$ cat config.mk
export PLATFORM = sky130hd
export DESIGN_NAME = router_pkt_ingress
export DESIGN_NICKNAME = d
export VERILOG_FILES = /design/src/rtl/router_pkg.sv /design/src/rtl/router_hold_reg.sv /design/src/rtl/router_pkt_ingress.sv
export SDC_FILE = /design/constraint.sdc
export NUM_CORES = 1
export LEC_CHECK = 0
export ABC_CLOCK_PERIOD_IN_PS = 3200
export BUFFER_PORTS_ARGS = -buffer_cell sky130_fd_sc_hd__buf_2
export CAP_MARGIN = 10
export CORE_ASPECT_RATIO = 0.6
export CORE_UTILIZATION = 55
export CTS_CLUSTER_DIAMETER = 150
export DETAILED_ROUTE_END_ITERATION = 12
export PLACE_DENSITY = 0.76
export REMOVE_ABC_BUFFERS = 1
export SKIP_LAST_GASP = 1
export SYNTH_ARGS = -nofsm -noshare
export SYNTH_HDL_FRONTEND = slang
export SYNTH_SLANG_ARGS = --single-unit
export TNS_END_PERCENT = 50
$ cat constraint.sdc
create_clock -name clock -period 3.2 [get_ports clock]
set_clock_uncertainty 0.2 [all_clocks]
set_input_delay 0.64 -clock clock [delete_from_list [all_inputs] [get_ports clock]]
set_output_delay 0.64 -clock clock [all_outputs]
set_load 0.03 [all_outputs]
$ cat src/rtl/router_pkg.sv
// Shared types and header helpers for the router ingress feeder.
package router_pkg;

  localparam int ADDR_W = 2;
  localparam int LEN_W  = 6;
  localparam logic [ADDR_W-1:0] ADDR_INVALID = 2'b11;

  typedef enum logic [2:0] {
    ST_IDLE,
    ST_HDR,
    ST_PLD,
    ST_PAD,
    ST_DISCARD,
    ST_DTAIL,
    ST_PAR,
    ST_GAP
  } state_t;

  function automatic logic [LEN_W-1:0] hdr_len(input logic [7:0] hdr);
    return hdr[7:2];
  endfunction

  function automatic logic [ADDR_W-1:0] hdr_addr(input logic [7:0] hdr);
    return hdr[1:0];
  endfunction

  // A header the router can deliver: real output port and non-empty payload.
  function automatic logic hdr_routable(input logic [7:0] hdr);
    return (hdr_addr(hdr) != ADDR_INVALID) && (hdr_len(hdr) != '0);
  endfunction

endpackage

$ cat src/rtl/router_hold_reg.sv
// One-entry output hold register facing the router. The entry is taken
// when it is full and the router is not busy; while busy it stays frozen.
module router_hold_reg
  import router_pkg::*;
(
  input  logic       i_clock,
  input  logic       i_reset,
  input  logic       i_load,
  input  logic [7:0] i_load_data,
  input  logic       i_load_pv,
  input  logic       i_busy,
  output logic       o_full,
  output logic [7:0] o_data,
  output logic       o_pv,
  output logic       o_take
);

  logic       r_full;
  logic [7:0] r_data;
  logic       r_pv;

  assign o_take = r_full & ~i_busy;
  assign o_full = r_full;
  assign o_data = r_data;
  assign o_pv   = r_pv;

  // Load has priority; a take with no reload empties the entry. Data and
  // pv are kept when empty so the router pins never glitch.
  always_ff @(posedge i_clock) begin
    if (i_reset) begin
      r_full <= 1'b0;
      r_data <= 8'h00;
      r_pv   <= 1'b0;
    end else if (i_load) begin
      r_full <= 1'b1;
      r_data <= i_load_data;
      r_pv   <= i_load_pv;
    end else if (o_take) begin
      r_full <= 1'b0;
    end
  end

endmodule

$ cat src/rtl/router_pkt_ingress.sv
// Ingress feeder for the 1x3 router: forwards header and payload, enforces
// the header length (pad or truncate), appends even parity, drops packets
// the router cannot route. Optional build macro ROUTER_INGRESS_STATS_EN
// adds saturating pkt_cnt / drop_cnt outputs.
//
// state       | meaning
// ST_IDLE     | one dead cycle before accepting a header
// ST_HDR      | waiting for the header beat
// ST_PLD      | forwarding payload beats
// ST_PAD      | source ended early, inserting 8'h00 up to len
// ST_DISCARD  | dropped packet, swallowing source beats through s_last
// ST_DTAIL    | len reached, swallowing surplus source beats through s_last
// ST_PAR      | parity byte queued or waiting to be taken
// ST_GAP      | router parity-check idle time
module router_pkt_ingress
  import router_pkg::*;
#(
  parameter int GAP_CYCLES = 2
) (
  input  logic        clock,
  input  logic        reset,
  input  logic        s_valid,
  input  logic [7:0]  s_data,
  input  logic        s_last,
  output logic        s_ready,
  input  logic        busy,
  output logic        pkt_valid,
  output logic [7:0]  data_in,
  output logic        len_err,
  output logic        drop
`ifdef ROUTER_INGRESS_STATS_EN
  ,
  output logic [15:0] pkt_cnt,
  output logic [15:0] drop_cnt
`endif
);

  state_t           r_state;
  state_t           w_next;
  logic [LEN_W-1:0] r_len;
  logic [LEN_W-1:0] r_count;
  logic [LEN_W-1:0] w_count_inc;
  logic [7:0]       r_parity;
  logic [3:0]       r_gap_cnt;
  logic             r_par_ld;
  logic             r_len_err;
  logic             r_drop;

  logic             w_full;
  logic [7:0]       w_hold_data;
  logic             w_hold_pv;
  logic             w_take;
  logic             w_room;
  logic             w_load;
  logic [7:0]       w_load_data;
  logic             w_load_pv;
  logic             w_beat;
  logic             w_hdr_ok;
  logic             w_cnt_hit;

  assign w_room      = ~w_full | w_take;
  assign w_hdr_ok    = hdr_routable(s_data);
  assign w_count_inc = r_count + LEN_W'(1);
  assign w_cnt_hit   = (w_count_inc == r_len);

  router_hold_reg u_hold (
    .i_clock     (clock),
    .i_reset     (reset),
    .i_load      (w_load),
    .i_load_data (w_load_data),
    .i_load_pv   (w_load_pv),
    .i_busy      (busy),
    .o_full      (w_full),
    .o_data      (w_hold_data),
    .o_pv        (w_hold_pv),
    .o_take      (w_take)
  );

  assign pkt_valid = w_full & w_hold_pv;
  assign data_in   = w_hold_data;
  assign len_err   = r_len_err;
  assign drop      = r_drop;

  // State register.
  always_ff @(posedge clock) begin
    if (reset) r_state <= ST_IDLE;
    else       r_state <= w_next;
  end

  // Next-state decode.
  always_comb begin
    w_next = r_state;
    case (r_state)
      ST_IDLE: w_next = ST_HDR;
      ST_HDR: begin
        if (w_beat) begin
          if (!w_hdr_ok) w_next = s_last ? ST_GAP : ST_DISCARD;
          else           w_next = s_last ? ST_PAD : ST_PLD;
        end
      end
      ST_PLD: begin
        if (w_beat) begin
          if (w_cnt_hit)   w_next = s_last ? ST_PAR : ST_DTAIL;
          else if (s_last) w_next = ST_PAD;
        end
      end
      ST_PAD:     if (w_load && w_cnt_hit) w_next = ST_PAR;
      ST_DISCARD: if (w_beat && s_last) w_next = ST_GAP;
      ST_DTAIL:   if (w_beat && s_last) w_next = ST_PAR;
      // Parity may already have gone out while the surplus tail drained.
      ST_PAR:     if (r_par_ld && w_room) w_next = ST_GAP;
      ST_GAP:     if (r_gap_cnt == 4'd0) w_next = ST_IDLE;
      default:    w_next = ST_IDLE;
    endcase
  end

  // Source handshake and hold-register load selection.
  always_comb begin
    s_ready     = 1'b0;
    w_load      = 1'b0;
    w_load_data = s_data;
    w_load_pv   = 1'b1;
    case (r_state)
      ST_HDR, ST_PLD:      s_ready = w_room;
      ST_DISCARD, ST_DTAIL: s_ready = 1'b1;
      default: ;
    endcase
    w_beat = s_valid & s_ready;
    case (r_state)
      ST_HDR: w_load = w_beat & w_hdr_ok;
      ST_PLD: w_load = w_beat;
      ST_PAD: begin
        w_load      = w_room;
        w_load_data = 8'h00;
      end
      // Parity follows the last payload byte without a bubble, even while
      // the surplus tail is still being swallowed.
      ST_DTAIL, ST_PAR: begin
        w_load      = w_room & ~r_par_ld;
        w_load_data = r_parity;
        w_load_pv   = 1'b0;
      end
      default: ;
    endcase
  end

  // Packet bookkeeping: length, byte count, running parity, status pulses.
  always_ff @(posedge clock) begin
    if (reset) begin
      r_len     <= '0;
      r_count   <= '0;
      r_parity  <= 8'h00;
      r_par_ld  <= 1'b0;
      r_len_err <= 1'b0;
      r_drop    <= 1'b0;
    end else begin
      r_len_err <= 1'b0;
      r_drop    <= 1'b0;
      case (r_state)
        ST_HDR: begin
          if (w_beat) begin
            if (w_hdr_ok) begin
              r_len     <= hdr_len(s_data);
              r_count   <= '0;
              r_parity  <= s_data;
              r_par_ld  <= 1'b0;
              r_len_err <= s_last;
            end else begin
              r_drop <= 1'b1;
            end
          end
        end
        ST_PLD: begin
          if (w_beat) begin
            r_parity  <= r_parity ^ s_data;
            r_count   <= w_count_inc;
            r_len_err <= w_cnt_hit ^ s_last;
          end
        end
        ST_PAD:           if (w_load) r_count <= w_count_inc;
        ST_DTAIL, ST_PAR: if (w_load) r_par_ld <= 1'b1;
        default: ;
      endcase
    end
  end

  // Gap timer: down-counter loaded on entry to ST_GAP.
  always_ff @(posedge clock) begin
    if (reset) begin
      r_gap_cnt <= 4'd0;
    end else if ((w_next == ST_GAP) && (r_state != ST_GAP)) begin
      r_gap_cnt <= 4'(GAP_CYCLES - 1);
    end else if (r_gap_cnt != 4'd0) begin
      r_gap_cnt <= r_gap_cnt - 4'd1;
    end
  end

`ifdef ROUTER_INGRESS_STATS_EN
  logic [15:0] r_pkt_cnt;
  logic [15:0] r_drop_cnt;

  assign pkt_cnt  = r_pkt_cnt;
  assign drop_cnt = r_drop_cnt;

  // Saturating counters of delivered parity bytes and drop pulses.
  always_ff @(posedge clock) begin
    if (reset) begin
      r_pkt_cnt  <= 16'h0000;
      r_drop_cnt <= 16'h0000;
    end else begin
      if (w_take && !w_hold_pv && (r_pkt_cnt != 16'hFFFF)) r_pkt_cnt <= r_pkt_cnt + 16'd1;
      if (r_drop && (r_drop_cnt != 16'hFFFF)) r_drop_cnt <= r_drop_cnt + 16'd1;
    end
  end
`endif

endmodule

# Word-level counts from Yosys, hierarchy flattened
# Index checks and enable logic that the tools add are counted.
# W data, S select, Z words.
# word_totals
ff_bits	40
input_bits	13
out_inout_bits	12
wordCells	106
# op_classes
addsub	2
eq_ne	16
mux	40
bitwise	13
reduce_logical	23
# op_table
cell	n
$pmux W8 S2	2
$mux W3	10
$mux W6	4
$mux W8	3
$pmux W3 S8	1
$pmux W6 S3	1
$eq A3 B3 Y1 const B	5
$mux W1	13
$ne A2 B2 Y1 const B	6
$reduce_and A4 Y1	2
$reduce_bool A2 Y1	4
$reduce_or A2 Y1	4
$xor A8 B8 Y8	1
$add A6 B1 Y6 const B	1
$eq A3 B2 Y1 const B	2
$eq A6 B6 Y1	1
$pmux W1 S2	3
$reduce_bool A6 Y1	1
$and A1 B1 Y1	5
$logic_and A1 B1 Y1	5
$not A1 Y1	5
$reduce_and A5 Y1	1
$logic_not A4 Y1	1
$mux W2	2
other kinds (11)	11

# Logic depth before layout (Yosys ltp)
# Gate-level depths: netlist of the first run.
# logic_depth
depth_word	13
depth_mapped	9
ltp_nobuf	9

# Modules after synthesis
# From an unflattened synthesis of the first run, not the netlist that was laid out.
# unflattened
hier_cells	292
area_unflattened_um2	2336.0
# by_module_without_submodules
module	n_inst	cells_per_inst	area_each_um2	seq_area_each_um2
router_pkt_ingress	1	259	1980.6	600.6
router_hold_reg	1	33	355.3	200.2

# Worst setup path before layout of the first run
# OpenSTA, ideal clock, no wires.
# synth_path
path_kind	input to register
start	input port s_data[2]
end	register r_gap_cnt[0]
setup_time_ns	0.058
t_arrival_ns	2.337
required_time_ns	2.942
slack_ns	0.605
cell_stages	7
n_path_buf	0
cell_sequence	or4_4 > or3_4 > a21oi_2 > a31o_2 > a21oi_2 > nor4_4 > o21a_1
# synth_via
elab_chain_len	10
word_cells_on_any_way	13
cone_classes	eq/ne (1); mux (6); bitwise (1); reduce/logical (5)
# synth_rtl
element	line_no	rtl
start: declaration	router_pkt_ingress.sv:23	input logic [7:0] s_data,
$reduce_bool A6 Y1 *	router_pkg.sv:29	return (hdr_addr(hdr) != ADDR_INVALID) && (hdr_len(hdr) != '0);
$logic_and A1 B1 Y1 *	router_pkg.sv:29	
$and A1 B1 Y1	router_pkt_ingress.sv:130	ST_HDR: w_load = w_beat & w_hdr_ok;
$pmux W1 S4	router_pkt_ingress.sv:129	case (r_state)
$logic_and A1 B1 Y1	router_pkt_ingress.sv:107	ST_PAD: if (w_load && w_cnt_hit) w_next = ST_PAR;
$mux W3	router_pkt_ingress.sv:107	
$pmux W3 S8 *	router_pkt_ingress.sv:93	case (r_state)
$eq A3 B3 Y1 *	router_pkt_ingress.sv:191	end else if ((w_next == ST_GAP) && (r_state != ST_GAP)) begin
$logic_and A1 B1 Y1 *	router_pkt_ingress.sv:191	
$mux W1 or $reduce_bool A2 Y1 (tied branches)	-	
end signal: assignment	router_pkt_ingress.sv:192	r_gap_cnt <= 4'(GAP_CYCLES - 1);
end signal: assignment	router_pkt_ingress.sv:194	r_gap_cnt <= r_gap_cnt - 4'd1;
end: declaration	router_pkt_ingress.sv:44	logic [3:0] r_gap_cnt;
# Mark *: on every way between the ends. The rest lies on a longest branch, timed or not.
# A chain may end at the register's enable or synchronous reset.

# Final worst setup path of the first run
# layout_path
start	register r_count[0]
end	register r_gap_cnt[1]
# layout_via
elab_chain_len	8
word_cells_on_any_way	10
cone_classes	add/sub (1); eq/ne (2); mux (4); reduce/logical (3)
# layout_rtl
element	line_no	rtl
start: declaration	router_pkt_ingress.sv:41	logic [LEN_W-1:0] r_count;
start signal: assignment	router_pkt_ingress.sv:176	r_count <= w_count_inc;
start signal: assignment	router_pkt_ingress.sv:180	ST_PAD: if (w_load) r_count <= w_count_inc;
$add A6 B1 Y6 *	router_pkt_ingress.sv:63	assign w_count_inc = r_count + LEN_W'(1);
$eq A6 B6 Y1 *	router_pkt_ingress.sv:64	assign w_cnt_hit = (w_count_inc == r_len);
$mux W3 or $logic_and A1 B1 Y1 (tied branches)	router_pkt_ingress.sv:103, router_pkt_ingress.sv:107	
$mux W3 (on tied branches)	router_pkt_ingress.sv:102, router_pkt_ingress.sv:107	
$pmux W3 S8 *	router_pkt_ingress.sv:93	
$eq A3 B3 Y1 *	router_pkt_ingress.sv:191	
$logic_and A1 B1 Y1 *	router_pkt_ingress.sv:191	
$reduce_or A2 Y1 (no source line) *	-	
# Marked as above.

==> results of run 1 <==
## final cells by class
| cell class | instances | area, um2 |
|---|---|---|
| clock inverter | 3 | 46.3 |
| inverter | 9 | 33.8 |
| clock buffer | 5 | 68.8 |
| timing repair buffer | 31 | 173 |
| sequential | 40 | 801 |
| multi-input combinational | 187 | 1230 |
| fill | 298 | 1310 |
| tap | 47 | 58.8 |
## where the power goes
part / internal, mW / total, mW / switching, mW
clock network: 0.235 / 0.430 / 0.195
logic: 0.350 / 0.884 / 0.533
registers: 0.585 / 0.679 / 0.0940
total: 1.17 / 1.99 / 0.822
## how the worst max path moves through the flow
stage	to	depth (start not counted)	startpoint
detailed placement	r_gap_cnt[1]$_SDFFE_PP0N_	8	s_data[2]
global placement	r_gap_cnt[1]$_SDFFE_PP0N_	8	s_data[2]
CTS	r_gap_cnt[1]$_SDFFE_PP0N_	8	r_count[0]$_SDFFE_PP0P_
floorplan	r_count[5]$_SDFFE_PP0P_	6	s_data[2]
finish	r_gap_cnt[1]$_SDFFE_PP0N_	8	r_count[0]$_SDFFE_PP0P_
global route	r_gap_cnt[2]$_SDFFE_PP0N_	8	r_count[0]$_SDFFE_PP0P_
## registers in the layout, summed over array words and instances, names as in the netlist
name / flops
r_parity: 8
u_hold.o_data: 8
r_count: 6
r_len: 6
r_gap_cnt: 4
r_state: 3
drop: 1
len_err: 1
r_par_ld: 1
u_hold.o_full: 1
u_hold.o_pv: 1
## synthesized netlist by cell type (2+ instances only)
cell type	number	area (um2)
nor3_1	7	35.0
dfxtp_1	40	801
nor2_1	32	120
and2_1	2	12.5
a41oi_1	4	35.0
a21oi_1	14	70.1
buf_2	4	20.0
ha_1	2	25.0
o21ai_1	2	10.0
a211oi_1	2	15.0
a311oi_1	4	35.0
buf_6	2	22.5
nor3b_1	2	15.0
a31oi_1	4	25.0
and2b_1	2	15.0
a21oi_2	3	26.3
inv_1	9	33.8
mux2i_1	7	70.1
and3_1	3	18.8
clkbuf_1	4	15.0
a222oi_1	8	80.1
nand3_1	7	35.0
or3_1	2	12.5
xnor2_1	14	123
o21ai_0	6	30.0
a22oi_1	2	15.0
nand2b_1	5	31.3
buf_4	3	22.5
nand2_1	30	113
xor2_1	2	17.5
## per-layer routing
layer	part of all wire, %	vias to the layer above
met5	0	-
met4	0.96	0
met3	8.7	8
met2	39	91
met1	51	901
li1	-	952
## kinds of logic after synthesis
kind of cell	count (synthesis)	share of synthesized area, %
adder cells (fa/ha/maj)	2	1.15
buffers and inverters	25	6.62
AND/OR/NAND/NOR	97	21.6
flip-flops	40	36.8
AO/OA/AOI/OAI	64	23.5
XOR/XNOR	16	6.45
multiplexers	8	3.74
## metrics by stage
stage	area, um2	hold WS, ns	power [mW]	instances	util [%]
global route	2410	0.282	2.12	322	64.7
floorplan	2060	0.221	1.31	236	-
finish	2410	0.260	1.99	322	64.7
global placement	2290	0.241	1.54	314	61.6
CTS	2410	0.260	1.98	322	64.7
detailed placement	2290	0.244	1.55	314	61.6
## critical path: stages, from the launching register on
cell and delay [ns]:
dfxtp_1 0.39, ha_1 0.31, and3b_1 0.19, or3_1 0.34, a31oi_1 0.24, nor3_2 0.13, mux2i_1 0.19, nor4_4 0.38
nor3_1 0.09
==> summary.txt, run 1 <==
CTS
  • Hold-fix buffers, CTS: 0
  • Post-CTS Setup Inserts: 0
  • Post-CTS resize count: 0
  • CTS tree: done
  • Worst-path clk slew: 0.09 ns
  • Max H-tree Level: 2
  • Clock Sinks: 40
  • Total CTS buffers: 5
  • Root buffer cell: clkbuf_8
  • Clk_lat worst skew: 0.31 ns
  • Clock buffer depth: 2

Worst setup path
  • CP Capture Type: flip-flop
  • Reg-to-reg critical path startpoint: r_count[0]$_SDFFE_PP0P_
  • Reg2reg path depth: 8
  • CP Launch Type: flip-flop
  • Worst EP required: 3.16 ns
  • R2R Setup Slk: 0.60 ns
  • R2r endpoint: r_gap_cnt[1]$_SDFFE_PP0N_
  • Worst-path fanout max: 7
  • Setup Crit Path Kind: flip-flop to flip-flop
  • WP data arrival: 2.56 ns

Placement
  • Placement Setup Slack: 0.323 ns
  • PortBufs: 24
  • Routability congestion estimate: 0.949
  • Hpwl dp: 3400 um

Floorplan
  • Initial Util: 58.4%
  • Die Ht: 50.7 um
  • Overall die width: 83.2 um
  • Cell Rows: 17
  • Core box area: 3720 um2
  • Die Area: 4220 um2
  • Boundary Pins: 25

Global routing
  • Largest net degree at the start of global routing: 40
  • Number of global-route vias before repair: 1612
  • Grt met3 use: 7.40%
  • Layer with the highest usage: met1
  • First-pass GRT wire length: 7960 um
  • Grt ovf: 0
  • Met2 Use GR: 33.1%
  • Initial antenna violation count: 0
  • GRT Total Usage: 24.4%
  • M1 GR Usage: 36.2%

Yosys
  • Mean post-synth cell area: 8.62 um2
  • Warnings from Yosys: 0
  • Post-synthesis register bit count: 40
  • Seq/Total Area, Yosys: 36.8%
  • Post-synth EDFFs: 0
  • Top_reg_cell synth: dfxtp_1
  • Library cells used by synthesis: 54
  • Cells after Synth: 252
  • Async SR Flop Fraction: 0%
  • Post-Syn Area: 2170 um2

STA
  • Max Transition Viols Final: 0
  • Final Critical Period: 2.60 ns
  • Setup TNS Final: 0 ns
  • Final setup margin: 0.597 ns
  • Fmax: 0.384 GHz
  • Relative slew slack: 53.8%
  • RSZ-0062 raised after global routing: no
  • Worst Tran Pin Value: 0.692 ns
  • Fin. Hold Viols: 0
  • Fin crit share: 81.3%
  • Final setup viols: 0

Finish
  • Nets@finish: 289
  • Area delta synth->final: 10.9%
  • Layout cells sized above 1: 18.5%
  • Commonest non-fill, non-tap cell in the layout: dfxtp_1
  • Antenna Cells: 0
  • Most frequent cells in the layout: dfxtp_1, nor2_1, nand2_1

Detailed routing
  • Post-Route WL: 4810 um
  • Number of remaining DRC errors: 0
  • Vias/cell: 6.06
  • Wire length per cell: 14.9 um
  • Initial DRC count: 230
  • Post-route ant nets: 0
  • Via count: 1952
  • Initial DRT Pass Iterations: 5

Flow run
  • Max cap viols: 0

Worst hold path
  • Hold path cells: 2
  • Hold Path Origin: u_hold.o_pv$_SDFFE_PP0P_
  • Hold Path Class: flip-flop to flip-flop
  • Hold EP: u_hold.o_pv$_SDFFE_PP0P_

Run status
  • Status: finished clean

Pwr
  • VDD IR max: 0.000487 V
  • Power Density: 827 nW/um2
  • Leakage: 0.968 nW
Power figures use the tool's default switching activity.
==> run 2, diff against run 1 <==
ABC_AREA = 1   (was unset)
ABC_CLOCK_PERIOD_IN_PS = 2400   (was 3200)
clock period = 2.4 ns   (was 3.2 ns; I/O delays follow)
==> run 2 against run 1 <==
Compared with the run above:
- fmax is 18% higher
- via count is 8.6% higher
- sequential cell count stayed put
- critical path depth is 2 higher
- critical path type unchanged
==> summary.txt, run 2 <==
Yosys
  • Seq/Total Area, Yosys: 37.8%
  • Post-Syn Area: 2120 um2
  • Async SR Flop Fraction: 0%
  • Top_reg_cell synth: dfxtp_1
  • Synth top area share: 37.8%
  • Ranking of synthesized cells by area: dfxtp_1, nand2_1, nand3_1
  • Library cells used by synthesis: 30
  • Leading area contributor after synthesis: dfxtp_1
  • Post-synthesis register bit count: 40
  • Most frequent cell after synthesis: nand2_1
  • Post-synth EDFFs: 0
  • Warnings from Yosys: 0
  • Cells after Synth: 312
  • Post-synth top cells: nand2_1, dfxtp_1, inv_1
  • Mean post-synth cell area: 6.78 um2

Worst setup path
  • CP Capture Type: flip-flop
  • Worst EP required: 2.39 ns
  • Setup Crit Path Kind: flip-flop to flip-flop
  • CP Launch Type: flip-flop
  • Worst-path fanout max: 8
  • WP data arrival: 2.20 ns

Detailed routing
  • Number of remaining DRC errors: 0
  • Initial DRT Pass Iterations: 4
  • Post-route ant nets: 0
  • Vias/cell: 5.45
  • Via count: 2119
  • Initial DRC count: 165
  • Post-Route WL: 5110 um
  • Wire length per cell: 13.1 um

STA
  • Relative slew slack: 67.0%
  • Final setup margin: 0.187 ns
  • RSZ-0062 raised after global routing: yes
  • Setup TNS Final: 0 ns
  • Fmax: 0.452 GHz
  • Final setup viols: 0
  • Final Critical Period: 2.21 ns
  • Max Transition Viols Final: 0
  • Fin crit share: 92.2%
  • Fin. Hold Viols: 0
  • Worst Tran Pin Value: 0.495 ns

Floorplan
  • Core box area: 3680 um2
  • Die Ht: 50.0 um
  • Initial Util: 57.5%
  • Die Area: 4110 um2
  • Overall die width: 82.1 um
  • Cell Rows: 17
  • Boundary Pins: 25

Flow run
  • Max cap viols: 0

Pwr
  • Leakage: 1.07 nW
  • Power Density: 1030 nW/um2
  • VDD IR max: 0.000451 V

CTS
  • Worst-path clk slew: 0.09 ns
  • Post-CTS Setup Inserts: 0
  • Max H-tree Level: 2
  • Clock Sinks: 40
  • Clock buffer depth: 2
  • Clk_lat worst skew: 0.30 ns
  • Total CTS buffers: 5
  • Root buffer cell: clkbuf_8
  • CTS tree: done
  • Post-CTS resize count: 0
  • Hold-fix buffers, CTS: 0

Run status
  • Status: finished clean

Global routing
  • Number of global-route vias before repair: 1832
  • Grt ovf: 0
  • Initial antenna violation count: 0
  • GRT Total Usage: 27.5%
  • First-pass GRT wire length: 8510 um
  • Largest net degree at the start of global routing: 22

Finish
  • Commonest non-fill, non-tap cell in the layout: nand2_1
  • Antenna Cells: 0
  • Area delta synth->final: 15.0%
  • Layout cells sized above 1: 18.4%
  • Most frequent cells in the layout: nand2_1, dfxtp_1, inv_1
  • Nets@finish: 356

Placement
  • Hpwl dp: 3800 um
  • PortBufs: 24
  • Routability congestion estimate: 0.873
  • Placement Setup Slack: 0.176 ns

Worst hold path
  • Hold Path Class: flip-flop to flip-flop
==> run 2: cell type report <==
type / instances / area (um2)
well taps: 47 / 58.8
fillers: 330 / 1250
clock buffers: 5 / 68.8
clock inverters: 3 / 46.3
repair buffers: 30 / 165
flip-flops and latches: 40 / 802
multi-input cells: 227 / 1150
inverters: 37 / 139
==> run 2: per-stage QoR <==
stage / cells / hold slack, ns / instance area, um2 / power [mW] / utilization, %
final: 389 / 0.274 / 2430 / 2.51 / 66.1
after global routing: 389 / 0.283 / 2430 / 2.69 / 66.1
after CTS: 389 / 0.273 / 2410 / 2.49 / 65.6
after detailed placement: 381 / 0.262 / 2300 / 1.92 / 62.5
after global placement: 381 / 0.263 / 2300 / 1.90 / 62.5
after floorplan: 304 / 0.245 / 2080 / 1.64 / -
==> run 2: final timing paths <==
check                              to             startpoint  cells after the start  slack, ns
min reg2reg     r_len[2]$_SDFFE_PP0P_  r_len[2]$_SDFFE_PP0P_                      2       0.27
min             r_len[2]$_SDFFE_PP0P_  r_len[2]$_SDFFE_PP0P_                      2       0.27
max          r_parity[2]$_SDFFE_PP0P_  r_state[2]$_SDFF_PP0_                     10       0.19
max reg2reg  r_parity[2]$_SDFFE_PP0P_  r_state[2]$_SDFF_PP0_                     10       0.19
==> run 2: worst max-delay path, stage by stage (launching register included) <==
cell and delay (ns):
dfxtp_1 0.39, nor2_1 0.16, nand2_1 0.09, inv_1 0.14, nand3_1 0.13, inv_1 0.12
nand3_2 0.16, nand2_1 0.28, nand2_1 0.15, o21ai_0 0.20, a21oi_1 0.07
==> run 2: cell families after synthesis <==
group | after synthesis | synth area share (%)
buf+inv | 45 | 8.46
compound gates | 63 | 16.9
simple gates | 159 | 34.4
xor+xnor | 3 | 1.24
fa+ha+maj | 2 | 1.18
flops | 40 | 37.8
==> run 2: metal layers <==
layer | vias to the layer above | part of all wire [%] | global-route usage (%)
li1 | 1096 | - | -
met1 | 928 | 51 | 42.4
met2 | 88 | 40 | 37.6
met3 | 7 | 8.1 | 6.11
met4 | 0 | 0.94 | 6.73
met5 | - | 0 | 0
==> run 2: power breakdown <==
part           internal [mW]  switching (mW)
logic                  0.352           0.689
clock network          0.313           0.258
registers              0.792           0.109
==> run 3, diff against run 2 <==
CORE_UTILIZATION = 43   (was 55)
PLACE_DENSITY = unset   (was 0.76)
==> run 3 against run 2 <==
Compared with the run above:
- critical path depth fell by 1
- sequential share of layout area fell by 0.27 points
- cell count rose by 4.1%
- fmax is 0.91% higher
- critical path type unchanged
- largest cell class unchanged
==> summary.txt, run 3 (same netlist as run 2, synthesis figures left out) <==
Pwr
  • Leakage: 1.07 nW
  • VDD IR max: 0.000476 V
  • Power Density: 1030 nW/um2

CTS
  • Clk_lat worst skew: 0.30 ns
  • Root buffer cell: clkbuf_8
  • Total CTS buffers: 5
  • Worst-path clk slew: 0.09 ns
  • CTS tree: done
  • Clock buffer depth: 2
  • Hold-fix buffers, CTS: 0
  • Clock Sinks: 40
  • Max H-tree Level: 2

Finish
  • Fin cells: 405
  • Most frequent cells in the layout: nand2_1, dfxtp_1, inv_1
  • Finished Core Util: 52.7%
  • Nets@finish: 356
  • Antenna Cells: 0
  • Post-route cell area: 2450 um2
  • Area delta synth->final: 16.0%
  • Commonest non-fill, non-tap cell in the layout: nand2_1
  • Layout cells sized above 1: 18.4%

Floorplan
  • Die Area: 5210 um2
  • Cell Rows: 19
  • Core box area: 4660 um2
  • Overall die width: 92.6 um
  • Initial Util: 45.4%
  • Die Ht: 56.3 um
  • Boundary Pins: 25

Worst hold path
  • Hold Path Class: input pin to flip-flop

STA
  • Fin. Hold Viols: 0
  • Setup TNS Final: 0 ns
  • Fmax: 0.456 GHz
  • Final setup viols: 0
  • RSZ-0062 raised after global routing: no
  • Final Critical Period: 2.19 ns
  • Max Transition Viols Final: 0
  • Worst Tran Pin Value: 0.547 ns
  • Relative slew slack: 63.5%
  • Final setup margin: 0.207 ns
  • Fin crit share: 91.4%

Detailed routing
  • Vias/cell: 5.13
  • Via count: 2079
  • Post-route ant nets: 0
  • Initial DRC count: 153
  • Number of remaining DRC errors: 0
  • Post-Route WL: 5330 um
  • Wire length per cell: 13.2 um
  • Initial DRT Pass Iterations: 4

Placement
  • Hpwl dp: 3980 um
  • Dpl cells: 397
  • Placed inst area: 2320 um2
  • PortBufs: 24
  • Placement Setup Slack: 0.171 ns
  • Routability congestion estimate: 0.863

Flow run
  • Max cap viols: 0

Worst setup path
  • CP Capture Type: flip-flop
  • Slowest cell delay on critical path: 0.47 ns
  • Worst-path fanout max: 11
  • WP data arrival: 2.17 ns
  • CP Launch Type: flip-flop
  • Slowest CP cell: dfxtp_1
  • Setup Crit Path Kind: flip-flop to flip-flop
  • CP cell instances: inv_2 -> nor2_2 -> inv_2 -> o21ai_1 -> o21ai_1 -> nand3_2 -> nand2_1 -> a31oi_1 -> a211oi_2
  • Worst EP required: 2.38 ns

Global routing
  • Initial antenna violation count: 0
  • GRT Total Usage: 22.0%
  • Largest net degree at the start of global routing: 22
  • Grt ovf: 0
  • Number of global-route vias before repair: 1830
  • First-pass GRT wire length: 8970 um

Run status
  • Status: finished clean
run 3: worst paths after layout:
check                             start                      end  slack (ns)  cells after the start
setup / recovery  r_state[2]$_SDFF_PP0_  r_count[5]$_SDFFE_PP0P_        0.21                      9
hold / removal                s_data[2]    r_len[0]$_SDFFE_PP0P_        0.27                      3
setup reg to reg  r_state[2]$_SDFF_PP0_  r_count[5]$_SDFFE_PP0P_        0.21                      9
hold reg to reg   r_len[2]$_SDFFE_PP0P_    r_len[2]$_SDFFE_PP0P_        0.27                      2
run 3: routing by layer:
metal,global-route usage [%],up-vias,part of all wire [%]
met4,4.02,0,0.68
met1,34.2,918,54
met3,5.83,4,7.1
met5,0,-,0
li1,-,1095,-
met2,30.2,62,38
run 3: where the power goes:
| part | switching [mW] | internal, mW | leakage (nW) |
|---|---|---|---|
| combinational | 0.687 | 0.355 | 0.692 |
| sequential | 0.114 | 0.791 | 0.325 |
| clock | 0.266 | 0.314 | 0.0548 |
| total | 1.07 | 1.46 | 1.07 |
run 3: timing repair:
action                     CTS  global route
setup endpoints to repair    0             5
buffers inserted             0             0
resized for setup            0             5
run 3: cell type report:
class	count	area (um2)
Sequential cell	40	802
Timing Repair Buffer	30	165
Inverter	37	139
Tap cell	63	78.8
Clock buffer	5	68.8
Multi-Input combinational cell	227	1150
Fill cell	470	2210
Clock inverter	3	46.3
run 3: worst max-delay path, delay by kind of cell (launching register included):
kind	cells	cell delay, ns
buffers and inverters	2	0.19
and+or+nand+nor	3	0.56
AOI/OAI and AO/OA	4	0.65
DFF	1	0.47
run 3: through the flow:
step | total power, mW | hold WS (ns)
6_report | 2.53 | 0.273
5_1_grt | 2.72 | 0.280
4_1_cts | 2.52 | 0.275
3_5_place_dp | 1.93 | 0.267
3_3_place_gp | 1.94 | 0.261
2_1_floorplan | 1.64 | 0.245
